==> config.mk <==
export PLATFORM = sky130hd
export DESIGN_NAME = ex_stage
export DESIGN_NICKNAME = d
export VERILOG_FILES = /design/src/rtl/ex_stage_pkg.sv /design/src/rtl/ex_stage_div.sv /design/src/rtl/ex_stage.sv
export SDC_FILE = /design/constraint.sdc
export NUM_CORES = 1
export LEC_CHECK = 0
export ABC_AREA = 0
export CAP_MARGIN = 20
export CORE_MARGIN = 5
export CORE_UTILIZATION = 67
export CTS_BUF_LIST = sky130_fd_sc_hd__clkbuf_8
export CTS_CLUSTER_SIZE = 12
export DETAILED_ROUTE_END_ITERATION = 6
export PLACE_DENSITY = 0.95
export SETUP_SLACK_MARGIN = 0.2
export SYNTH_ARGS = -nofsm -noshare
export SYNTH_HDL_FRONTEND = slang
export SYNTH_SLANG_ARGS = --single-unit
==> constraint.sdc <==
create_clock -name clk -period 6.1 [get_ports clk]
set_input_delay 0.61 -clock clk [delete_from_list [all_inputs] [get_ports clk]]
set_output_delay 0.61 -clock clk [all_outputs]
set_load 0.005 [all_outputs]
==> src/rtl/ex_stage_pkg.sv <==
`default_nettype none
// ============================================================================
// Module      : ex_stage_pkg
// Description : Shared definitions for the execute stage: bus widths,
//               ALU operation / result-class codes, divider state encoding.
// Revision    : 1.0 - initial release
// ============================================================================
package ex_stage_pkg;

  // Bus widths shared with decode and EX/MEM
  localparam int REG_BUS      = 32;
  localparam int REG_ADDR_BUS = 5;
  localparam int ALU_OP_BUS   = 8;
  localparam int ALU_SEL_BUS  = 3;

  // ALU operation codes
  localparam logic [ALU_OP_BUS-1:0] EXE_AND_OP  = 8'b0010_0100;
  localparam logic [ALU_OP_BUS-1:0] EXE_OR_OP   = 8'b0010_0101;
  localparam logic [ALU_OP_BUS-1:0] EXE_XOR_OP  = 8'b0010_0110;
  localparam logic [ALU_OP_BUS-1:0] EXE_NOR_OP  = 8'b0010_0111;
  localparam logic [ALU_OP_BUS-1:0] EXE_SLL_OP  = 8'b0111_1100;
  localparam logic [ALU_OP_BUS-1:0] EXE_SRL_OP  = 8'b0000_0010;
  localparam logic [ALU_OP_BUS-1:0] EXE_SRA_OP  = 8'b0000_0011;
  localparam logic [ALU_OP_BUS-1:0] EXE_ADD_OP  = 8'b0010_0000;
  localparam logic [ALU_OP_BUS-1:0] EXE_SUB_OP  = 8'b0010_0010;
  localparam logic [ALU_OP_BUS-1:0] EXE_SLT_OP  = 8'b0010_1010;
  localparam logic [ALU_OP_BUS-1:0] EXE_SLTU_OP = 8'b0010_1011;
  localparam logic [ALU_OP_BUS-1:0] EXE_DIV_OP  = 8'b0001_1010;
  localparam logic [ALU_OP_BUS-1:0] EXE_DIVU_OP = 8'b0001_1011;

  // Result classes
  localparam logic [ALU_SEL_BUS-1:0] EXE_RES_NOP   = 3'b000;
  localparam logic [ALU_SEL_BUS-1:0] EXE_RES_LOGIC = 3'b001;
  localparam logic [ALU_SEL_BUS-1:0] EXE_RES_SHIFT = 3'b010;
  localparam logic [ALU_SEL_BUS-1:0] EXE_RES_ARITH = 3'b100;
  localparam logic [ALU_SEL_BUS-1:0] EXE_RES_DIV   = 3'b101;

  // Iterative divider states
  typedef enum logic [1:0] {
    DIV_IDLE = 2'b00,
    DIV_BUSY = 2'b01,
    DIV_DONE = 2'b10
  } div_state_e;

  // True when the decoded bundle requests a division
  function automatic logic is_div_op(input logic [ALU_SEL_BUS-1:0] sel,
                                     input logic [ALU_OP_BUS-1:0]  op);
    return (sel == EXE_RES_DIV) && ((op == EXE_DIV_OP) || (op == EXE_DIVU_OP));
  endfunction

endpackage
`default_nettype wire

==> src/rtl/ex_stage_div.sv <==
`default_nettype none
// ============================================================================
// Module      : div_iter
// Description : Iterative restoring divider, one quotient bit per cycle.
//               Operands are reduced to magnitudes on start; the sign is
//               reapplied to the quotient on the result port.
// Revision    : 1.0 - initial release
// ============================================================================
module div_iter
  import ex_stage_pkg::*;
#(
  parameter int XLEN      = 32,
  parameter int DIV_STEPS = 32
) (
  input  logic            clk,
  input  logic            rst,
  input  logic            start,
  input  logic            signed_op,
  input  logic            annul,
  input  logic            hold,
  input  logic [XLEN-1:0] dividend,
  input  logic [XLEN-1:0] divisor,
  output logic            stall_req,
  output logic            done,
  output logic [XLEN-1:0] result
);

  localparam int               CNT_W     = $clog2(DIV_STEPS);
  localparam logic [CNT_W-1:0] LAST_STEP = CNT_W'(DIV_STEPS - 1);

  div_state_e       state_q, state_d;
  logic [CNT_W-1:0] cnt_q, cnt_d;
  logic [XLEN-1:0]  rem_q, rem_d;
  logic [XLEN-1:0]  quo_q, quo_d;
  logic [XLEN-1:0]  dvs_q, dvs_d;
  logic             neg_q, neg_d;

  // Shifted partial remainder and trial subtraction; bit XLEN of diff is the borrow
  logic [XLEN:0]    shifted;
  logic [XLEN:0]    diff;

  assign shifted = {rem_q, quo_q[XLEN-1]};
  assign diff    = shifted - {1'b0, dvs_q};

  // State and datapath registers
  always_ff @(posedge clk) begin
    if (rst) begin
      state_q <= DIV_IDLE;
      cnt_q   <= '0;
      rem_q   <= '0;
      quo_q   <= '0;
      dvs_q   <= '0;
      neg_q   <= 1'b0;
    end else begin
      state_q <= state_d;
      cnt_q   <= cnt_d;
      rem_q   <= rem_d;
      quo_q   <= quo_d;
      dvs_q   <= dvs_d;
      neg_q   <= neg_d;
    end
  end

  // Next-state, shift-subtract step and handshake outputs; annul overrides all
  always_comb begin
    state_d   = state_q;
    cnt_d     = cnt_q;
    rem_d     = rem_q;
    quo_d     = quo_q;
    dvs_d     = dvs_q;
    neg_d     = neg_q;
    stall_req = 1'b0;
    done      = 1'b0;

    unique case (state_q)
      DIV_IDLE: begin
        if (start) begin
          stall_req = 1'b1;
          rem_d     = '0;
          cnt_d     = '0;
          quo_d     = (signed_op && dividend[XLEN-1]) ? -dividend : dividend;
          dvs_d     = (signed_op && divisor[XLEN-1])  ? -divisor  : divisor;
          neg_d     = signed_op && (dividend[XLEN-1] ^ divisor[XLEN-1]);
          state_d   = DIV_BUSY;
          if (divisor == '0) begin
            // Divide-by-zero: all-ones quotient, never sign-corrected
            quo_d   = '1;
            neg_d   = 1'b0;
            state_d = DIV_DONE;
          end
        end
      end
      DIV_BUSY: begin
        stall_req = 1'b1;
        if (!diff[XLEN]) begin
          rem_d = diff[XLEN-1:0];
          quo_d = {quo_q[XLEN-2:0], 1'b1};
        end else begin
          rem_d = shifted[XLEN-1:0];
          quo_d = {quo_q[XLEN-2:0], 1'b0};
        end
        cnt_d = cnt_q + CNT_W'(1);
        if (cnt_q == LAST_STEP) begin
          state_d = DIV_DONE;
        end
      end
      DIV_DONE: begin
        done = 1'b1;
        if (!hold) begin
          state_d = DIV_IDLE;
        end
      end
      default: begin
        state_d = DIV_IDLE;
      end
    endcase

    if (annul) begin
      state_d   = DIV_IDLE;
      stall_req = 1'b0;
      done      = 1'b0;
    end
  end

  assign result = neg_q ? -quo_q : quo_q;

endmodule
`default_nettype wire

==> src/rtl/ex_stage.sv <==
`default_nettype none
// ============================================================================
// Module      : ex_stage
// Description : Execute stage. Combinational ALU for single-cycle ops, an
//               iterative divider for DIV/DIVU, and gating of the write-back
//               bundle that also feeds EX forwarding in decode.
// Revision    : 1.0 - initial release
// ============================================================================
module ex_stage
  import ex_stage_pkg::*;
#(
  parameter int XLEN      = 32,
  parameter int DIV_STEPS = 32
) (
  input  logic                    clk,
  input  logic                    rst,
  input  logic [ALU_OP_BUS-1:0]   aluop_i,
  input  logic [ALU_SEL_BUS-1:0]  alusel_i,
  input  logic [XLEN-1:0]         reg1_i,
  input  logic [XLEN-1:0]         reg2_i,
  input  logic [REG_ADDR_BUS-1:0] wd_i,
  input  logic                    wreg_i,
  input  logic                    stall_i,
  input  logic                    flush_i,
  output logic [REG_ADDR_BUS-1:0] wd_o,
  output logic                    wreg_o,
  output logic [XLEN-1:0]         wdata_o,
  output logic                    stall_req_o
);

  localparam int SHAMT_W = $clog2(XLEN);

  logic [SHAMT_W-1:0] shamt;
  logic [XLEN-1:0]    alu_res;
  logic               alu_ok;
  logic               is_div;
  logic               div_stall;
  logic               div_done;
  logic [XLEN-1:0]    div_result;

  assign shamt  = reg2_i[SHAMT_W-1:0];
  assign is_div = is_div_op(alusel_i, aluop_i);

  div_iter #(
    .XLEN      (XLEN),
    .DIV_STEPS (DIV_STEPS)
  ) u_div (
    .clk       (clk),
    .rst       (rst),
    .start     (is_div),
    .signed_op (aluop_i == EXE_DIV_OP),
    .annul     (flush_i),
    .hold      (stall_i),
    .dividend  (reg1_i),
    .divisor   (reg2_i),
    .stall_req (div_stall),
    .done      (div_done),
    .result    (div_result)
  );

  // Single-cycle ALU; alu_ok is low for NOP and any unrecognised op
  always_comb begin
    alu_res = '0;
    alu_ok  = 1'b0;
    unique case (alusel_i)
      EXE_RES_LOGIC: begin
        alu_ok = 1'b1;
        unique case (aluop_i)
          EXE_OR_OP:  alu_res = reg1_i | reg2_i;
          EXE_AND_OP: alu_res = reg1_i & reg2_i;
          EXE_XOR_OP: alu_res = reg1_i ^ reg2_i;
          EXE_NOR_OP: alu_res = ~(reg1_i | reg2_i);
          default:    alu_ok  = 1'b0;
        endcase
      end
      EXE_RES_SHIFT: begin
        alu_ok = 1'b1;
        unique case (aluop_i)
          EXE_SLL_OP: alu_res = reg1_i << shamt;
          EXE_SRL_OP: alu_res = reg1_i >> shamt;
          EXE_SRA_OP: alu_res = $signed(reg1_i) >>> shamt;
          default:    alu_ok  = 1'b0;
        endcase
      end
      EXE_RES_ARITH: begin
        alu_ok = 1'b1;
        unique case (aluop_i)
          EXE_ADD_OP:  alu_res = reg1_i + reg2_i;
          EXE_SUB_OP:  alu_res = reg1_i - reg2_i;
          EXE_SLT_OP:  alu_res = {{(XLEN-1){1'b0}}, ($signed(reg1_i) < $signed(reg2_i))};
          EXE_SLTU_OP: alu_res = {{(XLEN-1){1'b0}}, (reg1_i < reg2_i)};
          default:     alu_ok  = 1'b0;
        endcase
      end
      default: begin
        alu_ok = 1'b0;
      end
    endcase
  end

  // Write-back bundle: reset forces zero, flush annuls, divider results only when done
  always_comb begin
    wd_o        = wd_i;
    wreg_o      = 1'b0;
    wdata_o     = '0;
    stall_req_o = 1'b0;
    if (rst) begin
      wd_o = '0;
    end else if (!flush_i) begin
      stall_req_o = div_stall;
      if (div_done) begin
        wreg_o  = wreg_i;
        wdata_o = div_result;
      end else if (!div_stall && !is_div && alu_ok) begin
        wreg_o  = wreg_i;
        wdata_o = alu_res;
      end
    end
  end

endmodule
`default_nettype wire

==> results.yml <==
die:
  io_pins: 124
  core_area_sq_um: 25200
  fp.dieW_microns: 170
  rows: 58
  fp.dieArea_sq_um: 28800
  die_y_microns: 170
  initial_utilization_pct: 67.9
synth:
  synth_warnings: 0
  syn_inst: 2366
  synth_seq_cells: 104
  synth_flop_cell: "dfxtp_1"
  syn_nets: 2591
  synthArstFlopShare_pct: 0
  synth_edf_count: 0
  seq_area_frac_synth_pct: 12.2
  syn_area_sq_um: 17100
  syn_avg_cell_area_sq_um: 7.22
  ys_types: 85
critical_path:
  r2r_slack_ns: 1.58
  required_ns: 5.49
  crit_path_start_kind: "primary input"
  worstPathArrival_ns: 5.22
  crit_path_max_incr_delay_ns: 0.81
  crit_chain: "clkdlybuf4s50_1 > inv_1 > ha_1 > nand2b_1 > o2111ai_1 > a2111oi_1 > o31ai_1 > a31oi_1 > a211oi_1 > mux2i_1 > xnor2_1 > a221oi_1 > a211oi_1 > clkdlybuf4s50_1"
  crit_path_top_delay_cell: "clkdlybuf4s50_1"
  critical_path.endpoint_type: "primary output"
  r2r_cells: 14
  critPathMaxFanout: 10
  crit_path_end: "wdata_o[25]"
  critPathLaunch: "reg1_i[5]"
  critical_path_class: "primary input to primary output"
  reg2reg_from: "u_div.quo_q[31]$_SDFFE_PP0P_"
  r2r-end: "u_div.rem_q[5]$_SDFFE_PP0P_"
run_status:
  status: "complete, no violations"
clocking:
  cts.path.max_buffers: 2
  htreeDepth: 3
  cts_buffers: 9
  clk_pin_slew_worst_paths_ns: 0.12
  clk_latency_ns: 0.43
  post_cts_buffers: 0
  clock-root-buffer: "clkbuf_8"
  clock-sinks: 104
  cts_tree: "done"
sta:
  setup_violations: 0
  tns_ns: 0
  finClkSkew_ns: 0.0396
  worst_pin_slew_ns: 1.02
  slew-limit-headroom_pct: 32.3
  fmax_ghz: 0.171
  report.final.slew_viol_count: 0
  setup_slack_ns: 0.265
  hold_viol: 0
  fin_crit_ns: 5.83
  rsz0062_at_grt: "no"
  finalCritPeriodShare_pct: 95.7
job:
  drv_cap: 0
routing:
  viasPerCell: 7.32
  ant_nets: 0
  first_pass_iters: 6
  drc: 0
  drt_iter0_markers: 3101
  vias: 20000
  wirelength_microns: 70100
  routedWlPerCell_microns: 25.7
place:
  gp_congestion: 1.14
  dp_cells: 2713
  portBuffers: 123
  placed_area_sq_um: 18700
  place_ws_ns: 0.489
  dp_hpwl_microns: 53100
global_routing:
  antenna_found_initial: 1
  grt_pass1_wl_microns: 106000
  grt_pass1_vias: 18500
  track_usage_pct: 46.6
  grt_max_degree: 81
  overflow: 0
finish:
  final_nets: 2620
  area_delta_synth_final_pct: 10.6
  diodes: 0
  stdcell_area_sq_um: 18900
  fin_cells: 2730
  drive_gt1_share_pct: 8.29
min_path:
  min-delay-start: "u_div.dvs_q[31]$_SDFFE_PP0P_"
  holdCritPathClass: "flop to flop"
power_and_ir_drop:
  powerDensity_nw_per_um2: 122
  vdd_ir_drop_max_v: 0.000206
  p_leak_nw: 7.41
  power_mw: 2.30
-- power by group --
part	total (mW)	switching (mW)	internal, mW
Sequential	0.686	0.00324	0.683
Combinational	1.09	0.667	0.425
Clock	0.523	0.322	0.201
-- metal layers --
layer / share of wire (%) / GRT usage [%] / vias to the layer above / routed length, microns
met5: 0.020 / 0.669 / - / 14
met4: 7.0 / 24.9 / 2 / 4890
met3: 15 / 14.0 / 382 / 10200
met2: 43 / 72.6 / 1624 / 30200
met1: 35 / 57.9 / 9264 / 24800
li1: - / - / 8721 / -
-- worst min-delay path by stage --
stage / end / cells past startpoint
6_report: u_div.dvs_q[31]$_SDFFE_PP0P_ / 2
5_1_grt: u_div.dvs_q[31]$_SDFFE_PP0P_ / 2
4_1_cts: u_div.dvs_q[31]$_SDFFE_PP0P_ / 2
3_5_place_dp: u_div.dvs_q[31]$_SDFFE_PP0P_ / 2
3_3_place_gp: u_div.dvs_q[31]$_SDFFE_PP0P_ / 2
2_1_floorplan: u_div.dvs_q[31]$_SDFFE_PP0P_ / 2
-- registers in the layout, indices dropped and copies added, names as in the netlist --
| name | count |
|---|---|
| u_div.dvs_q | 32 |
| u_div.quo_q | 32 |
| u_div.rem_q | 32 |
| u_div.cnt_q | 5 |
| u_div.state_q | 2 |
| u_div.neg_q | 1 |
-- per-stage QoR --
step,utilization [%],hold WS (ns)
finish,75.1,0.469
floorplan,-,0.432
detailed placement,74.1,0.459
CTS,74.9,0.474
global placement,74.1,0.443
global route,75.1,0.492
-- synthesized netlist by cell type, types with 28 or more instances --
library cell / number / area [sq um]
nor3_1: 58 / 290
clkbuf_1: 135 / 507
mux4_2: 49 / 1100
a211oi_1: 94 / 706
xnor2_1: 114 / 998
nor2_1: 258 / 968
nand2_1: 174 / 653
or3_1: 31 / 194
o21ai_0: 192 / 961
inv_1: 134 / 503
dfxtp_1: 104 / 2080
a21oi_1: 192 / 961
ha_1: 137 / 1710
o31ai_1: 30 / 225
a21o_1: 33 / 248
mux2i_1: 104 / 1040
buf_1: 29 / 109
nand3_1: 30 / 150
xor2_1: 47 / 412
a221oi_1: 34 / 298
nor2b_1: 28 / 175
-- layout make-up --
class / count / area, sq um
Tap cell: 330 / 413
Timing Repair Buffer: 207 / 1860
Multi-Input combinational cell: 1936 / 13800
Clock inverter: 7 / 90.1
Fill cell: 1962 / 6280
Clock buffer: 9 / 124
Sequential cell: 104 / 2080
Inverter: 137 / 514
-- critical path: cells and delay by family --
kind | cells | cell delay (ns)
buf+inv | 3 | 1.50
mux | 1 | 0.17
simple gates | 1 | 0.11
xor+xnor | 1 | 0.18
compound gates | 7 | 2.18
fa+ha+maj | 1 | 0.46
-- cell families (layout without fill, tap and decap cells) --
family          count (synthesis)  after routing  share of synthesized area, %
simple gates                  700            700                          19.3
mux                           161            161                          13.1
fa+ha+maj                     141            141                          10.4
buf+inv                       326            360                          7.41
flops                         104            104                          12.2
xor+xnor                      161            161                          8.25
compound gates                773            773                          29.3
-- timing repair --
item | in CTS | in global routing
hold endpoints to repair | 0 | 0
endpoints found under the setup margin | 0 | 3
resized for setup | 0 | 2
hold buffers | 0 | 0
-- layout by cell type, fill, tap and decap left out, types with 21 or more instances in the layout --
cell             count
buf_4               84
nor2b_1             28
dfxtp_1            104
xnor2_1            114
xor2_1              47
o21ai_0            192
nand2_1            174
a211oi_1            94
nor2_1             257
mux2i_1            104
nor3_1              54
a21oi_1            192
or3_1               31
mux4_2              49
a2111oi_0           24
a21o_1              33
nand3_1             30
a221oi_1            34
nand2b_1            24
a31oi_1             21
o211ai_1            21
o31ai_1             29
clkdlybuf4s50_1    116
inv_1              135
ha_1               137
Note: power is estimated with default switching activity, not from simulation.
